<file path="config.mk">
export PLATFORM = sky130hd
export DESIGN_NAME = alu_issue_ctrl
export DESIGN_NICKNAME = d
export VERILOG_FILES = /design/src/rtl/alu_pkg.sv /design/src/rtl/alu_regfile.sv /design/src/rtl/alu_issue_ctrl.sv
export SDC_FILE = /design/constraint.sdc
export NUM_CORES = 1
export LEC_CHECK = 0
export ABC_CLOCK_PERIOD_IN_PS = 3900
export CAP_MARGIN = 10
export CORE_MARGIN = 2
export CORE_UTILIZATION = 31
export CTS_CLUSTER_DIAMETER = 150
export DETAILED_ROUTE_END_ITERATION = 8
export PLACE_DENSITY = 0.53
export SYNTH_ARGS = -nofsm -noshare
export SYNTH_HDL_FRONTEND = slang
export SYNTH_SLANG_ARGS = --single-unit
</file>
<file path="constraint.sdc">
create_clock -name clk -period 3.9 [get_ports clk]
set_input_delay 0.975 -clock clk [delete_from_list [all_inputs] [get_ports clk]]
set_output_delay 0.975 -clock clk [all_outputs]
set_load 0.03 [all_outputs]
</file>
<file path="src/rtl/alu_pkg.sv">
// Shared constants, FSM state and instruction payload for the ALU issue controller.
package alu_pkg;

    localparam int unsigned DW   = 16;
    localparam int unsigned NREG = 8;
    localparam int unsigned AW   = 3;

    localparam logic [3:0] OP_AND = 4'b0000;
    localparam logic [3:0] OP_OR  = 4'b0001;
    localparam logic [3:0] OP_ADD = 4'b0010;
    localparam logic [3:0] OP_SUB = 4'b0011;
    localparam logic [3:0] OP_SLT = 4'b0111;

    localparam int unsigned NFLG     = 5;
    localparam int unsigned FLG_COUT = 4;
    localparam int unsigned FLG_LT   = 3;
    localparam int unsigned FLG_EQ   = 2;
    localparam int unsigned FLG_GT   = 1;
    localparam int unsigned FLG_OVF  = 0;

    typedef enum logic [1:0] {
        S_IDLE = 2'd0,
        S_OPER = 2'd1,
        S_EXEC = 2'd2,
        S_WB   = 2'd3
    } state_t;

    typedef struct packed {
        logic [3:0]    op;
        logic [AW-1:0] rd;
        logic [AW-1:0] rs;
        logic [AW-1:0] rt;
        logic          imm_en;
        logic [DW-1:0] imm;
    } instr_t;

    function automatic logic op_is_legal(input logic [3:0] op);
        case (op)
            OP_AND, OP_OR, OP_ADD, OP_SUB, OP_SLT: return 1'b1;
            default:                               return 1'b0;
        endcase
    endfunction

endpackage

</file>
<file path="src/rtl/alu_regfile.sv">
// NREG x DW register file: one synchronous write port, two operand reads and a
// debug read, all combinational; register 0 always reads as zero.
module alu_regfile
    import alu_pkg::*;
(
    input  logic          clk,
    input  logic          rst,
    input  logic          we,
    input  logic [AW-1:0] waddr,
    input  logic [DW-1:0] wdata,
    input  logic [AW-1:0] raddr_a,
    output logic [DW-1:0] rdata_a,
    input  logic [AW-1:0] raddr_b,
    output logic [DW-1:0] rdata_b,
    input  logic [AW-1:0] dbg_addr,
    output logic [DW-1:0] dbg_data
);

    logic [DW-1:0] regs [NREG];

    always_ff @(posedge clk) begin
        if (rst) begin
            for (int i = 0; i < int'(NREG); i++) begin
                regs[i] <= '0;
            end
        end else if (we && (waddr != '0)) begin
            regs[waddr] <= wdata;
        end
    end

    assign rdata_a  = (raddr_a  == '0) ? '0 : regs[raddr_a];
    assign rdata_b  = (raddr_b  == '0) ? '0 : regs[raddr_b];
    assign dbg_data = (dbg_addr == '0) ? '0 : regs[dbg_addr];

endmodule

</file>
<file path="src/rtl/alu_issue_ctrl.sv">
// Issue controller for the 16-bit combinational ALU: accept, read operands, execute, write back.
// Optional retired-instruction counter enabled by defining ALU_ISSUE_CNT_EN.
module alu_issue_ctrl
    import alu_pkg::*;
(
    input  logic            clk,
    input  logic            rst,
    input  logic            instr_valid,
    output logic            instr_ready,
    input  logic [3:0]      instr_op,
    input  logic [AW-1:0]   instr_rd,
    input  logic [AW-1:0]   instr_rs,
    input  logic [AW-1:0]   instr_rt,
    input  logic            instr_imm_en,
    input  logic [DW-1:0]   instr_imm,
    output logic [DW-1:0]   alu_x,
    output logic [DW-1:0]   alu_y,
    output logic [3:0]      alu_c,
    input  logic [DW-1:0]   alu_z,
    input  logic            alu_c_out,
    input  logic            alu_lt,
    input  logic            alu_eq,
    input  logic            alu_gt,
    input  logic            alu_overflow,
    output logic            done,
    output logic            illegal,
    output logic [NFLG-1:0] flags,
    input  logic [AW-1:0]   dbg_addr,
    output logic [DW-1:0]   dbg_data
`ifdef ALU_ISSUE_CNT_EN
    ,
    output logic [15:0]     retired_cnt
`endif
);

    state_t          state_q;
    state_t          state_d;
    instr_t          instr_q;
    logic [DW-1:0]   z_hold;
    logic [NFLG-1:0] st_hold;
    logic [DW-1:0]   rdata_x;
    logic [DW-1:0]   rdata_y;
    logic            accept;
    logic            legal;
    logic            wb_we;

    assign instr_ready = (state_q == S_IDLE) && !rst;
    assign accept      = instr_valid && instr_ready;
    assign legal       = op_is_legal(instr_q.op);
    assign wb_we       = (state_q == S_WB) && legal;

    alu_regfile u_regfile (
        .clk      (clk),
        .rst      (rst),
        .we       (wb_we),
        .waddr    (instr_q.rd),
        .wdata    (z_hold),
        .raddr_a  (instr_q.rs),
        .rdata_a  (rdata_x),
        .raddr_b  (instr_q.rt),
        .rdata_b  (rdata_y),
        .dbg_addr (dbg_addr),
        .dbg_data (dbg_data)
    );

    always_ff @(posedge clk) begin
        if (rst) begin
            state_q <= S_IDLE;
        end else begin
            state_q <= state_d;
        end
    end

    always_comb begin
        state_d = state_q;
        case (state_q)
            S_IDLE: if (accept) state_d = S_OPER;
            S_OPER: state_d = S_EXEC;
            S_EXEC: state_d = S_WB;
            S_WB:   state_d = S_IDLE;
            default: state_d = S_IDLE;
        endcase
    end

    // Datapath registers; done/illegal are launched at the end of EXEC so they are high during WB.
    always_ff @(posedge clk) begin
        if (rst) begin
            instr_q <= '0;
            alu_x   <= '0;
            alu_y   <= '0;
            alu_c   <= '0;
            z_hold  <= '0;
            st_hold <= '0;
            flags   <= '0;
            done    <= 1'b0;
            illegal <= 1'b0;
        end else begin
            done    <= (state_q == S_EXEC);
            illegal <= (state_q == S_EXEC) && !legal;
            if (accept) begin
                instr_q <= '{op: instr_op, rd: instr_rd, rs: instr_rs, rt: instr_rt,
                             imm_en: instr_imm_en, imm: instr_imm};
            end
            if (state_q == S_OPER) begin
                alu_x <= rdata_x;
                alu_y <= instr_q.imm_en ? instr_q.imm : rdata_y;
                alu_c <= instr_q.op;
            end
            if (state_q == S_EXEC) begin
                z_hold            <= alu_z;
                st_hold[FLG_COUT] <= alu_c_out;
                st_hold[FLG_LT]   <= alu_lt;
                st_hold[FLG_EQ]   <= alu_eq;
                st_hold[FLG_GT]   <= alu_gt;
                st_hold[FLG_OVF]  <= alu_overflow;
            end
            if (wb_we) begin
                flags <= st_hold;
            end
        end
    end

`ifdef ALU_ISSUE_CNT_EN
    always_ff @(posedge clk) begin
        if (rst) begin
            retired_cnt <= '0;
        end else if (done) begin
            retired_cnt <= retired_cnt + 16'd1;
        end
    end
`endif

endmodule

</file>
Word level (Yosys, flattened, before mapping)
Memory sizes are Yosys's and may differ from the RTL's. A register that Yosys moved wholly into a read port is not among the register bits.
Index checks and enable logic that the tools add are counted.
W data, S select, Z words.
{"block": "classes", "n_eq_ne": 8, "n_mux": 19, "reduce_logical": 15}
{"op": "$mux W16", "n": 5}
{"op": "$reduce_or A16 Y1", "n": 1}
{"op": "$mux W3", "n": 5}
{"op": "$logic_not A3 Y1", "n": 3}
{"op": "$eq A4 B2 Y1 const B", "n": 2}
{"op": "$pmux W2 S4", "n": 1}
{"op": "$mux W1", "n": 7}
{"op": "$logic_and A1 B1 Y1", "n": 5}
{"op": "$reduce_or A5 Y1", "n": 1}
{"op": "$eq A2 B2 Y1 const B", "n": 2}
{"op": "$eq A4 B1 Y1 const B", "n": 1}
{"op": "$eq A4 B3 Y1 const B", "n": 1}
{"op": "$logic_not A4 Y1", "n": 1}
{"op": "$reduce_bool A3 Y1", "n": 1}
{"op": "$eq A2 B1 Y1 const B", "n": 1}
{"op": "$logic_not A1 Y1", "n": 2}
{"op": "$logic_not A2 Y1", "n": 1}
{"op": "$mux W2", "n": 1}
{"op": "$ne A2 B2 Y1 const B", "n": 1}
{"block": "totals", "ram_bits": 128, "out_inout_bits": 60, "reg_bits": 96, "n_memories": 1}
{"name": "u_regfile.regs", "depth": 8, "width": 16, "rd": 3, "rd_ports_with_merged_regs": 2, "write_ports": 8, "line_no": "alu_regfile.sv:19", "rtl": "logic [DW-1:0] regs [NREG];"}

Depth between registers and ports, before layout
{"block": "depth", "ltp_word": 10, "ltp_mapped": 8, "ltp_nobuf": 5}

Hierarchy
Synthesis repeated with hierarchy kept, for this count alone.
{"block": "unflattened", "hier_cells": 949, "hier_area_um2": 10891.7}
{"module": "alu_regfile", "cells_per_inst": 570, "area_each_um2": 7171.9, "seq_area_each_um2": 3363.2, "n_inst": 1}
{"module": "alu_issue_ctrl", "cells_per_inst": 379, "area_each_um2": 3719.8, "seq_area_each_um2": 1921.8, "n_inst": 1}

Worst setup path after synthesis
OpenSTA, ideal clock, no wires.
{"block": "synth_timing", "path_type": "input to output", "start": "input dbg_addr[0]", "end": "output dbg_data[15]", "stages": 5, "arrival_ns": 2.459, "t_required_ns": 2.925, "setup_slack_ns": 0.466, "path_cell_list": "buf_2 > buf_2 > clkbuf_1 > a22oi_1 > o21ai_0"}
{"block": "synth_between", "elab_chain_len": 2, "elab_cells_between_ends": 3, "classes_between": "mux (1); reduce/logical (1); memory (1)"}
{"element": "start: declaration", "line_no": "alu_issue_ctrl.sv:28", "rtl": "input logic [AW-1:0] dbg_addr,"}
{"element": "$mem_v2 Z8 W16 or $logic_not A3 Y1 (tied branches)"}
{"element": "$mux W16 (*)", "line_no": "alu_regfile.sv:33", "rtl": "assign dbg_data = (dbg_addr == '0) ? '0 : regs[dbg_addr];"}
{"element": "end: declaration", "line_no": "alu_issue_ctrl.sv:29", "rtl": "output logic [DW-1:0] dbg_data"}
Mark *: on every way between the ends. The rest lies on a longest branch, timed or not.

Worst setup path after layout
{"block": "layout_timing", "start": "input dbg_addr[1]", "end": "output dbg_data[12]"}
Same word-level chain as after synthesis.

==> flow_summary.toml <==
[timing]
fin_skew_ns = 0.0105
fin_tns_setup_ns = 0
slew_headroom_pct = 25.1
fin_crit_sh_pct = 96.3
hold_viol = 0
slew_violations = 0
finalCriticalPeriod_ns = 3.75
max_freq_mhz = 266
tightest_slew_ns = 1.12
rsz0062_at_grt = "no"
finalSetupViolCount = 0

[route]
drt-vias-per-instance = 5.16
ant_nets = 0
drc = 0
wl_mm = 33.1
wl_per_cell_um = 20.6
drt_iter0_drc = 624
vias = 8311
drt_first_pass_iters = 5

[die]
io_pins = 117
coreArea_um2 = 36700
dieWidth_um = 197
fp.dieH_um = 197
rows = 70
start_util_pct = 31.5
dieArea_um2 = 38900

[synth]
synth-seq-cells = 230
ys_warn_count = 0
synth.yosys.seq_area_share_pct = 50.9
ys_types = 45
avgSynthCellArea_um2 = 11.3
synth_area_leaders = "edfxtp_1, dfxtp_1, mux2i_1, mux2_2, nor3_2"
synth_edf_count = 128
netlist_area_um2 = 11600
yosysTopAreaCellShare_pct = 33.2
synthFlopType = "edfxtp_1"
synthArstFlopShare_pct = 0
synth.cells.most_frequent = "edfxtp_1, mux2i_1, dfxtp_1, nand2_1, nor3_1"
yosysMostFrequentCell = "edfxtp_1"
synth_cells = 1026
synth_top_cell_by_area = "edfxtp_1"

[status]
status = "finished clean"

[setup_path]
worstPathMaxFanout = 28
crit_start = "dbg_addr[1]"
startpoint_type = "input port"
ff2ff_path_depth = 5
r2r_setup_slack_ns = 1.40
crit_type = "input port to output pin"
r2r_start = "state_q[0]"
cp.required_ns = 2.92
end_kind = "output pin"
arrival_ns = 2.78
r2r_end = "u_regfile.regs[3][2]"

[clock_network]
worstSkewPairLatency_ns = 0.53
clock_sink_count = 230
cts.path.max_buffers = 3
h-tree-depth = 1
cts_inserted_buffers = 27
cts_tree = "built"
cts_setup_buffers = 0
clkTransAtPathRegs_ns = 0.06
cts_resized = 0
cts_root_buf = "clkbuf_16"
cts_hold_buf = 0

[run]
maxCapViolCount = 0

[global_routing]
grt_use_total_pct = 16.9
first_global_vias = 8231
grt_max_degree = 65
antenna_found_initial = 0
grt_pass1_wl_mm = 51.4
grt-ovfl-total = 0

[hold_path]
hold_depth = 2
hp-start = "alu_x[9]"
min_to = "alu_x[9]"
hold_path.class = "flop to flop"

[place]
gp_congestion = 0.887
dp.final_hpwl_mm = 23.8
portBuffers = 116

[layout]
antenna_cells = 0
final_layout_size_suffix_gt1_share_pct = 19.6
finalNetCount = 1184
syn2layout_area_growth_pct = 23.6

[power_and_ir_drop]
p_leak_uw = 0.00465
p_total_uw = 7580
power.density_nw_per_um2 = 530
ir_worst_vdd_v = 0.000323
worst max-delay path by stage:
| stage | endpoint | slack [ns] | cells after the start |
|---|---|---|---|
| floorplan | dbg_data[15] | 0.47 | 5 |
| detailed placement | dbg_data[3] | 0.15 | 7 |
| global route | dbg_data[12] | 0.08 | 7 |
| CTS | dbg_data[3] | 0.15 | 7 |
| global placement | dbg_data[12] | 0.15 | 7 |
| finish | dbg_data[12] | 0.15 | 7 |
stage by stage:
stage,hold slack (ns),worst slack [ns],utilization (%),cell area [µm²],std cells
after floorplan,0.436,0.466,-,11600,1041
after global placement,0.444,0.154,36.3,13300,1559
after detailed placement,0.447,0.154,36.3,13300,1559
after CTS,0.461,0.152,39.0,14300,1608
after global routing,0.481,0.0828,39.0,14300,1610
final,0.457,0.146,39.0,14300,1610
metal layers:
layer / GRT usage, % / share of wire [%] / vias up
li1: - / - / 4001
met1: 26.5 / 52 / 3991
met2: 23.4 / 40 / 276
met3: 3.24 / 6.6 / 43
met4: 4.12 / 1.9 / 0
met5: 0 / 0 / -
state kept, by name (all words and copies together), names as in the netlist, named ones only:
signal / count
alu_c: 4
z_hold: 16
instr_q: 30
st_hold: 5
illegal: 1
done: 1
flags: 5
u_regfile.regs: 128
state_q: 2
alu_y: 16
alu_x: 16
kinds of logic after synthesis:
group,share of synthesized area [%]
adder cells (fa/ha/maj),0.541
AND/OR/NAND/NOR,12.8
multiplexers,18.4
flip-flops,50.9
AO/OA/AOI/OAI,11.7
buffers and inverters,5.68
other,0.0324
cell usage in the layout (no fill, tap or decap), drive strengths merged, types with 16 or more instances in the layout:
master         synthesis  routed
nand3                 16      16
a32o                  16      16
mux2                  48      48
mux2i                123     123
nor2                  30      30
a22oi                 33      33
conb                   1      16
nand2                 75      75
a21oi                 20      20
buf                   51      52
mux4                  16      16
o31ai                 21      21
edfxtp               128     128
clkdlybuf4s50          0      98
nor3                 113     113
clkbuf                47      29
inv                   49      51
dfxtp                102     102
o21ai                 53      53
final cells by class:
cell class,instances,area (µm²)
clock buffer,29,706
clock inverter,20,253
sequential,230,5890
inverter,50,188
timing repair buffer,150,1590
multi-input combinational,663,5100
fill,3559,22400
tap,468,586
worst max-delay path, stage by stage:
cell and delay, ns:
clkdlybuf4s50_1 0.50, buf_12 0.20, nor2b_1 0.19, buf_4 0.17, a221oi_1 0.09, a21oi_1 0.44
buf_12 0.19
where the power goes:
part	leakage, µW	switching (µW)	total (µW)	internal (µW)
sequential	0.00214	265	3060	2800
clock	0.000473	1070	2720	1650
combinational	0.00204	1040	1800	757
total	0.00465	2380	7580	5200
(Power assumes the default switching activity.)
